## config.mk

```make
export PLATFORM = sky130hd
export DESIGN_NAME = fp8_outer_mul_pipe
export DESIGN_NICKNAME = d
export VERILOG_FILES = /design/src/rtl/fp8_mul_pkg.sv /design/src/rtl/fp8_bf16_mul.sv /design/src/rtl/fp8_outer_mul_pipe.sv
export SDC_FILE = /design/constraint.sdc
export NUM_CORES = 1
export LEC_CHECK = 0
export CAP_MARGIN = 5
export CORE_MARGIN = 2
export CORE_UTILIZATION = 35
export CTS_BUF_LIST = sky130_fd_sc_hd__clkbuf_16
export DETAILED_ROUTE_END_ITERATION = 6
export GPL_TIMING_DRIVEN = 1
export PLACE_DENSITY = 0.51
export SKIP_CTS_REPAIR_TIMING = 1
export SLEW_MARGIN = 20
export SYNTH_ARGS = -nofsm -noshare
export SYNTH_HDL_FRONTEND = slang
export SYNTH_HIERARCHICAL = 1
export SYNTH_SLANG_ARGS = --single-unit
```

## constraint.sdc

```tcl
create_clock -name clk -period 7.39 [get_ports clk]
set_input_delay 0.739 -clock clk [delete_from_list [all_inputs] [get_ports clk]]
set_output_delay 0.739 -clock clk [all_outputs]
set_load 0.01 [all_outputs]
```

## src/rtl/fp8_mul_pkg.sv

```systemverilog
// rtl/fp8_mul_pkg.sv - FP8 (E4M3/E5M2) and bf16 constants, types and decode helpers.
package fp8_mul_pkg;

    localparam int E4M3_BIAS  = 7;
    localparam int E4M3_EXP_W = 4;
    localparam int E4M3_MAN_W = 3;
    localparam int E5M2_BIAS  = 15;
    localparam int E5M2_EXP_W = 5;
    localparam int E5M2_MAN_W = 2;
    localparam int BF16_BIAS  = 127;

    localparam logic [15:0] BF16_QNAN = 16'h7FC0;
    localparam logic [15:0] BF16_PINF = 16'h7F80;

    // Operand value = sig * 2^exp, with exp already scaled by the mantissa width.
    localparam logic signed [6:0] E4M3_SUB_EXP = 7'(1 - E4M3_BIAS - E4M3_MAN_W);
    localparam logic signed [6:0] E4M3_NRM_OFF = 7'(E4M3_BIAS + E4M3_MAN_W);
    localparam logic signed [6:0] E5M2_SUB_EXP = 7'(1 - E5M2_BIAS - E5M2_MAN_W);
    localparam logic signed [6:0] E5M2_NRM_OFF = 7'(E5M2_BIAS + E5M2_MAN_W);

    typedef struct packed {
        logic       sign;
        logic [7:0] exp;
        logic [6:0] frac;
    } bf16_t;

    typedef struct packed {
        logic              zero;
        logic              inf;
        logic              nan;
        logic [3:0]        sig;
        logic signed [6:0] exp;
    } fp8_dec_t;

    function automatic logic [2:0] lead_one(input logic [7:0] v);
        lead_one = '0;
        for (int i = 0; i < 8; i++) begin
            if (v[i]) lead_one = 3'(i);
        end
    endfunction

    function automatic fp8_dec_t fp8_decode(input logic [7:0] v, input logic e5);
        fp8_dec_t d;
        logic [E5M2_EXP_W-1:0] ef5;
        logic [E4M3_EXP_W-1:0] ef4;
        ef5 = v[6 -: E5M2_EXP_W];
        ef4 = v[6 -: E4M3_EXP_W];
        d.zero = (v[6:0] == 7'd0);
        if (e5) begin
            d.nan = (&ef5) && (|v[E5M2_MAN_W-1:0]);
            d.inf = (&ef5) && !(|v[E5M2_MAN_W-1:0]);
            d.sig = {1'b0, |ef5, v[E5M2_MAN_W-1:0]};
            d.exp = (ef5 == '0) ? E5M2_SUB_EXP : $signed({2'b00, ef5}) - E5M2_NRM_OFF;
        end else begin
            d.nan = (&ef4) && (&v[E4M3_MAN_W-1:0]);
            d.inf = 1'b0;
            d.sig = {|ef4, v[E4M3_MAN_W-1:0]};
            d.exp = (ef4 == '0) ? E4M3_SUB_EXP : $signed({3'b000, ef4}) - E4M3_NRM_OFF;
        end
        return d;
    endfunction

endpackage

```

## src/rtl/fp8_bf16_mul.sv

```systemverilog
// rtl/fp8_bf16_mul.sv - combinational exact FP8 x FP8 -> bf16 multiply with special-value handling.
module fp8_bf16_mul
    import fp8_mul_pkg::*;
(
    input  logic        e5m2mode,
    input  logic [7:0]  a,
    input  logic [7:0]  b,
    output logic [15:0] p
);

    fp8_dec_t   da;
    fp8_dec_t   db;
    logic [7:0] sig_p;
    logic [2:0] lead;
    logic [7:0] exp_s;
    logic       sgn;
    bf16_t      res;

    always_comb begin
        da    = fp8_decode(a, e5m2mode);
        db    = fp8_decode(b, e5m2mode);
        sgn   = a[7] ^ b[7];
        sig_p = {4'b0000, da.sig} * {4'b0000, db.sig};
        lead  = lead_one(sig_p);
        // Biased exponent always lands in 95..158, so 8-bit wraparound is exact.
        exp_s = {da.exp[6], da.exp} + {db.exp[6], db.exp} + {5'b00000, lead} + 8'(BF16_BIAS);
        res.sign = sgn;
        res.exp  = exp_s;
        res.frac = 7'(sig_p << (3'd7 - lead));
        if (da.nan || db.nan || (da.inf && db.zero) || (db.inf && da.zero)) begin
            res = BF16_QNAN;
        end else if (da.inf || db.inf) begin
            res = BF16_PINF | {sgn, 15'd0};
        end else if (da.zero || db.zero) begin
            res = {sgn, 15'd0};
        end
    end

    assign p = res;

endmodule

```

## src/rtl/fp8_outer_mul_pipe.sv

```systemverilog
// rtl/fp8_outer_mul_pipe.sv - pipelined FP8 outer-product multiplier with valid/ready handshake.
// Optional tag sideband enabled by FP8_MUL_TAG_EN.
module fp8_outer_mul_pipe
    import fp8_mul_pkg::*;
#(
    parameter int N_ROW       = 2,
    parameter int N_COL       = 3,
    parameter int PIPE_STAGES = 2,
    parameter int TAG_W       = 32
) (
    input  logic                      clk,
    input  logic                      rst,
    input  logic                      e5m2mode,
    input  logic                      in_valid,
    output logic                      in_ready,
    input  logic [N_ROW*8-1:0]        row_vec,
    input  logic [N_COL*8-1:0]        col_vec,
    output logic                      out_valid,
    input  logic                      out_ready,
    output logic [N_ROW*N_COL*16-1:0] prod
`ifdef FP8_MUL_TAG_EN
    ,
    input  logic [TAG_W-1:0]          tag_in,
    output logic [TAG_W-1:0]          tag_out
`endif
);

    localparam int PW = N_ROW * N_COL * 16;
`ifdef FP8_MUL_TAG_EN
    localparam int DW = PW + TAG_W;
`else
    localparam int DW = PW;
`endif

    if (PIPE_STAGES < 1 || PIPE_STAGES > 4 || TAG_W < 1) begin : g_bad_param
        $error("fp8_outer_mul_pipe: illegal parameter value");
    end

    logic [PW-1:0]          prod_c;
    logic [DW-1:0]          in_word;
    logic [PIPE_STAGES-1:0] vld_q;
    logic [PIPE_STAGES-1:0] vld_d;
    logic [DW-1:0]          dat_q [PIPE_STAGES];
    logic [DW-1:0]          dat_d [PIPE_STAGES];
    logic                   stall;

    for (genvar r = 0; r < N_ROW; r++) begin : g_row
        for (genvar c = 0; c < N_COL; c++) begin : g_col
            fp8_bf16_mul u_mul (
                .e5m2mode (e5m2mode),
                .a        (row_vec[r*8 +: 8]),
                .b        (col_vec[c*8 +: 8]),
                .p        (prod_c[(r*N_COL+c)*16 +: 16])
            );
        end
    end

`ifdef FP8_MUL_TAG_EN
    assign in_word = {tag_in, prod_c};
    assign tag_out = dat_q[PIPE_STAGES-1][PW +: TAG_W];
`else
    assign in_word = prod_c;
`endif

    assign out_valid = vld_q[PIPE_STAGES-1];
    assign prod      = dat_q[PIPE_STAGES-1][PW-1:0];
    assign stall     = out_valid && !out_ready;
    assign in_ready  = !stall && !rst;

    // Global enable: the whole pipe advances together; data only loads behind a valid
    // so the output holds its last product across bubbles.
    always_comb begin
        vld_d = vld_q;
        dat_d = dat_q;
        if (!stall) begin
            vld_d[0] = in_valid;
            if (in_valid) dat_d[0] = in_word;
            for (int s = 1; s < PIPE_STAGES; s++) begin
                vld_d[s] = vld_q[s-1];
                if (vld_q[s-1]) dat_d[s] = dat_q[s-1];
            end
        end
    end

    always_ff @(posedge clk or posedge rst) begin
        if (rst) begin
            vld_q <= '0;
            for (int s = 0; s < PIPE_STAGES; s++) dat_q[s] <= '0;
        end else begin
            vld_q <= vld_d;
            for (int s = 0; s < PIPE_STAGES; s++) dat_q[s] <= dat_d[s];
        end
    end

endmodule
```

After elaboration in Yosys (flattened, before gate mapping) --
Cells that the tools add are included.
Cells by class: add/subtract/negate cells 34, multiply operators 6, shift-type cells 6, muxes and demuxes 75, bitwise gates (word level) 7, reduce and logical (&&, ||, !) cells 114
Operators with widths (count):
- 15-bit two-way mux | 12
- 16-bit two-way mux | 6
- 3-bit two-way mux | 24
- 7-bit two-way mux | 10
- 13-bit two-way mux | 5
- 7-bit by 7-bit adder with 8-bit output | 6
- 8-bit by 3-bit adder with 8-bit output | 6
- 8-bit by 7-bit adder with 8-bit output (second input constant) | 6
- 4-bit by 4-bit multiplier with 8-bit output | 6
- 8-bit by 3-bit left shift with 7-bit output | 6
- 7-bit logical NOT | 5
- 1-bit logical OR | 30
- 5-bit by 5-bit subtractor with 6-bit output (second input constant) | 5
- 1-bit logical AND | 29
- 5-bit logical NOT | 5
- 5-bit AND reduction | 5
- 5-bit OR reduction | 5
- 4-bit by 4-bit subtractor with 5-bit output (second input constant) | 5
- 2-bit two-way mux | 12
- 4-bit logical NOT | 5
- 4-bit AND reduction | 5
- 4-bit OR reduction | 5
- 3-bit subtractor (first input constant) | 6
- 3-bit AND reduction | 5
- 6 further kinds | 28
Storage, ports and cells: flip-flop bits (word level) 194, input bits 45, output and inout port bits 98, word-level logic and storage cells 245

Longest topological paths before layout --
Gate-level depths: netlist (run 1).
depth in word-level cells 17, depth in mapped cells 32, mapped depth without buffers 30

Hierarchy --
The synthesis (run 1) kept the hierarchy.
By module, submodules not included:
- fp8_outer_mul_pipe | instances 1, cells each 511, area an instance 8216.6 um^2
- fp8_bf16_mul at g_row[1].g_col[1].u_mul | instances 1, cells each 315, area an instance 2197.1 um^2
- fp8_bf16_mul at g_row[1].g_col[2].u_mul | instances 1, cells each 313, area an instance 2197.1 um^2
- fp8_bf16_mul at g_row[0].g_col[1].u_mul | instances 1, cells each 297, area an instance 2162.1 um^2
- fp8_bf16_mul at g_row[0].g_col[0].u_mul | instances 1, cells each 292, area an instance 2134.5 um^2
- fp8_bf16_mul at g_row[0].g_col[2].u_mul | instances 1, cells each 307, area an instance 2115.8 um^2
- fp8_bf16_mul at g_row[1].g_col[0].u_mul | instances 1, cells each 295, area an instance 2067.0 um^2

Least setup slack after synthesis (run 1) --
No wires, ideal clock.
path kind input-to-reg, start point in col_vec[20], end point reg dat_q[142] in the netlist's numbering, setup time 0.125 ns, data arrival time 6.586 ns, slack 0.680 ns, stages on the path 30, cell sequence clkbuf_1 -> inv_1 -> ha_1 -> nand2_1 -> or2_2 -> nand2_1 -> o21ai_0 -> nand2_1 -> fa_1 -> fa_1 -> fa_1 -> nand2b_1 -> a21oi_4 -> xnor2_4 -> o22ai_1 -> a22o_1 -> buf_2 -> and2_1 -> fa_1 -> inv_1 -> ha_1 -> fa_1 -> a21oi_1 -> nor2_1 -> nor2_1 -> o21bai_1 -> a21oi_1 -> xnor2_1 -> o21ai_0 -> mux2_2
On the way: longest elaborated chain between the ends 14, elaborated cells on any way between the ends 35, classes of those cells add/sub (5); mul (1); mux (12); reduce/logical (17)
Ends and longest elaborated chain:
- start, declared | line fp8_outer_mul_pipe.sv:17 | input logic [N_COL*8-1:0] col_vec,
- 5-bit OR reduction | line fp8_mul_pkg.sv:52 | d.sig = {1'b0, |ef5, v[E5M2_MAN_W-1:0]};
- 13-bit two-way mux | line fp8_mul_pkg.sv:49 | if (e5) begin
- 4-bit by 4-bit multiplier with 8-bit output | line fp8_bf16_mul.sv:23 | sig_p = {4'b0000, da.sig} * {4'b0000, db.sig};
- 2-bit two-way mux (2 in a row) | line fp8_mul_pkg.sv:38 | if (v[i]) lead_one = 3'(i);
- 3-bit two-way mux (4 in a row) | line fp8_mul_pkg.sv:38
- 8-bit by 3-bit adder with 8-bit output | line fp8_bf16_mul.sv:26 | exp_s = {da.exp[6], da.exp} + {db.exp[6], db.exp} + {5'b00000, lead} + 8'(BF16_BIAS);
- 8-bit by 7-bit adder with 8-bit output | line fp8_bf16_mul.sv:26
- 15-bit two-way mux | line fp8_bf16_mul.sv:34 | end else if (da.zero || db.zero) begin
- 15-bit two-way mux | line fp8_bf16_mul.sv:32 | end else if (da.inf || db.inf) begin
- 16-bit two-way mux (*) | line fp8_bf16_mul.sv:30 | if (da.nan || db.nan || (da.inf && db.zero) || (db.inf && da.zero)) begin
- net in_word[46] | line fp8_outer_mul_pipe.sv:40 | logic [DW-1:0] in_word;
- end, declared | line fp8_outer_mul_pipe.sv:43 | logic [DW-1:0] dat_q [PIPE_STAGES];
The timed path passes the listed nets; every way through them passes the cells marked *. A chain may end at the register's enable or synchronous reset.

Worst setup path in the final report (run 1) --
start point in col_vec[19], end point reg dat_q[190] in the netlist's numbering
The elaborated chain is that of the path after synthesis.

==> results of run 1 <==
## final cells by class
| cell class | count | area (µm²) |
|---|---|---|
| Sequential cell | 194 | 4850 |
| Clock inverter | 15 | 185 |
| Antenna cell | 2 | 5.00 |
| Inverter | 226 | 856 |
| Timing Repair Buffer | 247 | 2260 |
| Tap cell | 773 | 967 |
| Multi-Input combinational cell | 1714 | 14100 |
| Clock buffer | 17 | 425 |
| Fill cell | 6019 | 35600 |
## metrics by stage
step | utilization [%] | worst slack [ps] | power (mW)
after floorplan | - | 680 | 4.74
after global placement | 38.9 | 150 | 5.59
after detailed placement | 38.9 | 47.2 | 5.63
after CTS | 40.0 | 547 | 6.68
after global routing | 40.0 | 107 | 7.16
final | 40.0 | 517 | 6.59
## power by group through the flow
stage | sequential, mW | clock (mW) | combinational, mW
after CTS | 1.84 | 1.04 | 3.81
after detailed placement | 1.86 | 0 | 3.78
after global placement | 1.85 | 0 | 3.74
after floorplan | 1.73 | 0 | 3.01
final | 1.83 | 0.992 | 3.77
after global routing | 1.89 | 1.07 | 4.19
## flip-flops by register name, summed over array words and instances (netlist names)
register / cells
vld_q: 2
prod: 96
dat_q: 96
## final timing paths
path                                                to  slack, ps  depth (start not counted)
worst max-delay path            dat_q[190]$_DFFE_PP0P_        520                         27
worst max register to register  dat_q[187]$_DFFE_PP0P_       4840                          4
worst min-delay path              prod[53]$_DFFE_PP0P_        500                          1
max in group asynchronous       dat_q[175]$_DFFE_PP0P_       4960                          3
worst min register to register    prod[53]$_DFFE_PP0P_        500                          1
min in group asynchronous         prod[13]$_DFFE_PP0P_        930                          2
## critical path, delay by kind of cell
| kind | cells | cell delay, ps |
|---|---|---|
| XOR/XNOR | 1 | 130 |
| AO/OA/AOI/OAI | 9 | 1860 |
| buffers and inverters | 5 | 910 |
| AND/OR/NAND/NOR | 4 | 490 |
| adder cells (fa/ha/maj) | 7 | 2820 |
| multiplexers | 1 | 290 |
## routing by layer
| layer | GRT usage, % | routed length (µm) |
|---|---|---|
| met5 | 0 | 0 |
| met4 | 5.78 | 1080 |
| met3 | 2.21 | 1570 |
| met2 | 30.3 | 26300 |
| met1 | 24.3 | 26800 |
## cells in the final DEF, fill, tap and decap left out, types with 26 or more instances in the layout
| master | Yosys | layout |
|---|---|---|
| a21oi_1 | 98 | 98 |
| a31oi_1 | 31 | 31 |
| and2_1 | 36 | 36 |
| buf_4 | 99 | 101 |
| clkdlybuf4s50_1 | 0 | 141 |
| dfrtp_1 | 194 | 194 |
| fa_1 | 42 | 42 |
| ha_1 | 246 | 246 |
| inv_1 | 225 | 224 |
| mux2_2 | 126 | 126 |
| mux2_4 | 71 | 71 |
| nand2_1 | 180 | 180 |
| nand3_1 | 27 | 27 |
| nor2_1 | 116 | 116 |
| nor3_1 | 76 | 75 |
| o21ai_0 | 145 | 145 |
| o31ai_1 | 37 | 37 |
| xnor2_1 | 66 | 66 |
| xor2_1 | 26 | 26 |
## kinds of logic after synthesis
logic type / share of synthesized area [%]
flops: 23.0
mux: 12.7
xor+xnor: 4.37
buf+inv: 10.0
fa+ha+maj: 18.6
simple gates: 14.3
compound gates: 17.0
==> flow_summary.yaml, run 1 <==
pwr:
  ir_drop_mv: 0.191
  powerDensity_nw_per_um2: 278
  power_frac_clock_pct: 15.1
  seqPwrFrac_pct: 27.7
  leakage_nw: 10.9
  p_int_mw: 4.09
  p_comb_share_pct: 57.2
  switching_share_pct: 37.9
  switching_power_mw: 2.50
worst_setup_path:
  cpMaxStageDelayCell: "fa_1"
  slowest_delay_ps: 550
  rr_startpoint: "vld_q[1]$_DFFE_PP0N_"
  path_max_fanout: 13
  cp.required_ps: 7760
  critical_path_class: "in -> reg"
  end_kind: "register"
  cpMostUsedCell: "fa_1"
  crit_path_start_kind: "primary input"
  crit_arrival_ps: 7250
  crit_start: "col_vec[19]"
global_routing:
  grt_max_degree: 129
  grt_pass1_wl_um: 91100
  antenna_found_initial: 3
  grt_overflow: 0
  grt_pass1_vias: 16819
  track_usage_pct: 18.1
min_path:
  hold_start: "dat_q[149]$_DFFE_PP0P_"
  hold_path.class: "reg -> reg"
synthesis:
  post-synth-top-count-cell: "ha_1"
  syn_nets: 2663
  synth_area_um2: 21100
  yosys_register_bits: 194
  async_flop_share_pct: 100
  yosys.area.top_type: "dfrtp_1"
  synth.yosys.seq_area_share_pct: 23.0
  yosysWarnings: 6
  syn_inst: 2330
  ys_dominant_reg_cell: "dfrtp_1"
  synth_top_area_share_pct: 23.0
  synth_commonest_cells: "ha_1 (246), inv_1 (225), dfrtp_1 (194)"
  synth.avg_cell_area_um2: 9.05
  ys_top_cells_by_area: "dfrtp_1 (23%), ha_1 (15%), mux2_2 (6.7%)"
  synthDistinctLibCells: 113
  synth-edff-count: 0
place:
  portBuffers: 142
  dp_cells: 3154
  place_area_um2: 23100
  place_congestion: 0.913
  dpl.hpwl_um: 43500
timing:
  timing.final.crit_share_pct: 93.0
  skew_ps: 15.3
  worst_pin_slew_ps: 928
  fin_crit_ps: 6870
  hold_violations: 0
  maxSlewHeadroom_pct: 38.2
  setup_viol: 0
  setup_tns_ps: 0
  fmax_ghz: 0.145
  holdWs_ps: 503
  rsz0062_at_grt: "no"
  drv_slew: 0
route:
  via_per_inst: 5.22
  drtAntennaViolNets: 0
  wl_per_cell_um: 17.5
  finalWirelength_um: 55700
  firstDrtPassIters: 5
  drtIter0Drc: 849
  via_count: 16650
  drc: 0
cts:
  cts-root-buf: "clkbuf_16"
  cts.sinks: 194
  cts_inserted_buffers: 17
  cts.path.max_buffers: 2
  clk_latency_ps: 490
  clkTransAtPathRegs_ps: 70
  cts_tree: "built"
  htreeDepth: 4
floorplan:
  start_util_pct: 35.6
  die_h_um: 249
  core-area_um2: 59200
  die_x_um: 249
  die_area_um2: 62200
  num_rows: 89
  pin_count: 143
final_layout:
  nNetsFinal: 2733
  fin_area_um2: 23700
  fin_cells: 3188
  drive_gt1_share_pct: 16.8
  syn_to_final_growth_pct: 12.3
run:
  maxCapViolCount: 0
run_status:
  run_status: "finished, final reports clean"
Power figures use the tool's default switching activity.
==> run 2, diff against run 1 <==
SKIP_CTS_REPAIR_TIMING = default   (was 1)
==> results of run 2 <==
Final layout, timing and power as in run 1 (identical DEF).
==> patch 1, RTL diff (config.mk and constraints of run 1) <==
The option `FP8_MUL_TAG_EN` is turned on by a define.
--- a/src/rtl/fp8_outer_mul_pipe.sv
+++ b/src/rtl/fp8_outer_mul_pipe.sv
@@ -1,5 +1,7 @@
 // rtl/fp8_outer_mul_pipe.sv - pipelined FP8 outer-product multiplier with valid/ready handshake.
 // Optional tag sideband enabled by FP8_MUL_TAG_EN.
+`define FP8_MUL_TAG_EN
+
 module fp8_outer_mul_pipe
     import fp8_mul_pkg::*;
 #(
Interface: changed (added tag_in and tag_out); port bits go from 143 to 207. The function was not compared with the original's and may differ.
==> patch 1 against run 1 <==
- sequential power increased by 28%
- area after synthesis increased by 16%
- sequential cell count increased by 64
- wire length increased by 12%
- worst setup slack improved by 0.12 ns
- cell count increased by 12%
- power increased by 27%
- design area increased by 18%
- first-iteration DRC count increased by 33%
- via count increased by 9.2%
- largest cell class unchanged
- highest routed layer is now met5
==> patch 1: results <==
pwr:
  p_leak_nw: 13.2
  ir_worst_vdd_mv: 0.180
critical_path:
  worstSetupEndpoint: "dat_q[222]$_DFFE_PP0P_"
  slowest_stage: "clkdlybuf4s50_1"
  slowest_delay_ns: 0.62
  arrival_ns: 7.26
  crit_path_max_fanout: 8
worst_hold_path:
  min_from: "dat_q[250]$_DFFE_PP0P_"
sta:
  maxSlewHeadroom_pct: 32.8
  clock_skew_ns: 0.0324
logic_synthesis:
  synth_fp_nets: 2854
  synth_compound_area_share_pct: 15.0
  synthTopCellsByCount: "dfrtp_1, ha_1, mux2_4, inv_1, nand2_1"
  synth_cell_types: 110
  synthAdderAreaFrac_pct: 16.1
  synth.area.top_cells: "dfrtp_1, mux2_4, ha_1, buf_4, fa_1"
  synth-xor-area-share_pct: 3.73
  muxShareOfSynthArea_pct: 16.4
clocking:
  cts_buffers: 31
  clock_latency_ns: 0.62
  cts_buffer_depth: 3
finish:
  final.fill_count: 6782
  fin_nets: 2975
  fin_util_pct: 40.6
  drive_gt1_share_pct: 18.9
routing:
  drt-initial-drc-count: 1125
  drt_pre_antenna_iters: 6
  vias_per_cell: 5.10
place:
  io_buffers: 206
  dp_hpwl_um: 48000
  routabilityCongestion: 0.888
global_routing:
  grt_max_degree: 142
  first_global_vias: 18200
  grt_pass1_wl_um: 100000
status:
  outcome: "finished, final reports clean"
==> patch 1: changes by cell type after synthesis, sizes merged, moves of 4 or more <==
cell,change
dfrtp,+64
mux2,+64
buf,+42
a21oi,-8
nand4,-6
nand3,+5
nand2,-4
o21a,-4
==> patch 1: final cells by class <==
type,count,area share (%)
multi-input combinational,1771,55.3
sequential,258,23.1
timing repair buffer,324,10.6
tap,931,4.17
inverter,224,3.02
clock buffer,31,2.78
clock inverter,24,0.927
antenna,2,0.0179
==> patch 1: cells by family after synthesis <==
family / count (synthesis)
adders and majority gates: 288
xor gates and xnor gates: 97
and+or+nand+nor: 589
buffers and inverters: 460
muxes: 281
DFF: 258
AOI/OAI and AO/OA: 516
==> patch 1: power breakdown <==
| group | switching (mW) | internal [mW] |
|---|---|---|
| Clock | 0.632 | 0.935 |
| Combinational | 1.94 | 2.48 |
| Sequential | 0.350 | 2.00 |
==> patch 1: worst max-delay path, delay by kind of cell <==
| family | cells | cell delay (ns) |
|---|---|---|
| fa+ha+maj | 7 | 2.88 |
| compound gates | 9 | 1.79 |
| buf+inv | 5 | 1.05 |
| simple gates | 4 | 0.37 |
| mux | 1 | 0.29 |
| xor+xnor | 1 | 0.14 |
==> patch 1: stage by stage <==
stage                     cells  hold WS (ns)  setup WS (ns)
after global placement     3508         0.481         0.0488
after CTS                  3563         0.502          0.665
final                      3565         0.499          0.635
after floorplan            2489         0.475          0.922
after global routing       3565         0.513          0.168
after detailed placement   3508         0.488         0.0333
==> patch 1: routing by layer <==
layer	up-vias	share of wire, %	GRT usage, %
met3	79	4.3	2.51
met5	-	0.098	0
li1	8903	-	-
met4	10	1.9	3.62
met2	330	47	28.3
met1	8852	47	24.0
==> patch 2, RTL diff (settings of run 1) <==
Without the edit above. Make the reset (`rst`) synchronous in one clocked block.
--- a/src/rtl/fp8_outer_mul_pipe.sv
+++ b/src/rtl/fp8_outer_mul_pipe.sv
@@ -82,7 +82,7 @@
         end
     end
 
-    always_ff @(posedge clk or posedge rst) begin
+    always_ff @(posedge clk) begin
         if (rst) begin
             vld_q <= '0;
             for (int s = 0; s < PIPE_STAGES; s++) dat_q[s] <= '0;
Function: changed (a bounded check fails within 4 cycles, from zero or initial values and one cycle with rst high; the reset may be asserted at any time).
==> patch 2 against run 1 <==
- combinational power decreased by 26%
- maximum frequency decreased by 0.70%
- wire length increased by 9.9%
- area after synthesis increased by 1.4%
- sequential cell count unchanged
- worst setup slack got worse by 0.049 ns
- power decreased by 24%
- non-clock buffer count increased by 6
- core utilization decreased by 0.55 points
- design area increased by 0.49%
- register-to-register slack got worse by 0.04 ns
- highest routed layer unchanged
==> patch 2: results <==
global_routing:
  antenna_found_initial: 2
  grt_max_degree: 97
  first_global_vias: 18000
  grtUsageTotal_pct: 19.3
  grt_pass1_wl_um: 99000
clocking:
  cts_buffer_depth: 2
  cts_root_buf: "clkbuf_16"
  cts-htree-levels: 4
  clk_transition_reported_paths_ns: 0.09
  clock_latency_ns: 0.48
  cts_buffers: 17
routing:
  vias: 18500
  drt-initial-drc-count: 1294
  routed_wl_um: 61200
  vias_per_cell: 5.30
  drt_pre_antenna_iters: 6
finish:
  drive_gt1_share_pct: 8.16
  fin_nets: 3029
  final.fill_count: 6188
place:
  dpl-instance-area_um2: 23200
  routabilityCongestion: 0.871
  dp.cells: 3459
  io_buffers: 142
  dp_hpwl_um: 46500
logic_synthesis:
  synth.area.top_cells: "dfxtp_1, ha_1, nand2b_1, mux2i_1, o21ai_0"
  synthArstFlopShare_pct: 0
  ys_seq_area_share_pct: 18.2
  synthTopCellsByCount: "ha_1, inv_1, nand2b_1, o21ai_0, dfxtp_1"
  synth_cell_types: 112
  syn_inst: 2674
  yosys_warnings: 6
worst_hold_path:
  hold_class: "flip-flop to flip-flop"
critical_path:
  slowest_delay_ns: 0.55
  slowest_stage: "fa_1"
  arrival_ns: 7.26
  crit_path_max_fanout: 12
pwr:
  swShare_pct: 42.2
  ir_worst_vdd_mv: 0.198
  p_leak_nw: 10.3
status:
  outcome: "finished, final reports clean"
sta:
  clock_skew_ns: 0.0209
  maxSlewHeadroom_pct: 28.8
-- patch 2: layout make-up --
| cell class | count | area (um2) | area share (%) |
|---|---|---|---|
| tap | 782 | 978 | 4.11 |
| multi-input combinational | 2005 | 15200 | 63.8 |
| sequential | 194 | 3880 | 16.3 |
| antenna | 3 | 7.51 | 0.0315 |
| clock inverter | 15 | 161 | 0.678 |
| inverter | 225 | 845 | 3.55 |
| clock buffer | 17 | 425 | 1.79 |
| timing repair buffer | 253 | 2300 | 9.68 |
-- patch 2: power by group through the flow --
stage	sequential [mW]	clock (mW)	combinational, mW
finish	1.26	0.951	2.80
global route	1.27	1.03	3.14
CTS	1.26	0.985	2.79
detailed placement	1.28	0	2.77
global placement	1.28	0	2.75
floorplan	1.26	0	2.13
-- patch 2: stage by stage --
stage	setup WS, ns	total power, mW
detailed placement	0.0253	4.05
CTS	0.509	5.04
floorplan	0.768	3.39
global placement	0.116	4.03
finish	0.468	5.01
global route	0.0256	5.44
-- patch 2: logic make-up after synthesis --
| kind of cell | after synthesis | share of synthesized area, % |
|---|---|---|
| compound gates | 611 | 19.0 |
| xor+xnor | 97 | 4.30 |
| fa+ha+maj | 288 | 18.3 |
| buf+inv | 475 | 10.9 |
| flops | 194 | 18.2 |
| mux | 119 | 5.70 |
| simple gates | 890 | 23.6 |
-- patch 2: critical path, delay by kind of cell --
family	cells	cell delay, ns
AOI/OAI and AO/OA	10	1.98
and+or+nand+nor	5	0.71
xor gates and xnor gates	1	0.13
buffers and inverters	5	0.85
adders and majority gates	7	2.82
-- patch 2: final timing paths --
path                         startpoint                 endpoint  slack [ns]  cells after the start
setup / recovery            col_vec[21]  dat_q[190]$_SDFFE_PP0P_        0.47                     28
hold / removal    prod[23]$_SDFFE_PP0P_    prod[23]$_SDFFE_PP0P_        0.48                      2
setup reg to reg  vld_q[1]$_SDFFE_PP0N_    prod[32]$_SDFFE_PP0P_        4.80                      4
hold reg to reg   prod[23]$_SDFFE_PP0P_    prod[23]$_SDFFE_PP0P_        0.48                      2
-- patch 2: routing by layer --
metal | GRT usage, % | wire length (um) | vias up
met1 | 27.8 | 30700 | 8719
met4 | 4.05 | 969 | 0
met5 | 0 | 0 | -
met2 | 30.5 | 26900 | 421
met3 | 2.58 | 2620 | 49
li1 | - | - | 9334
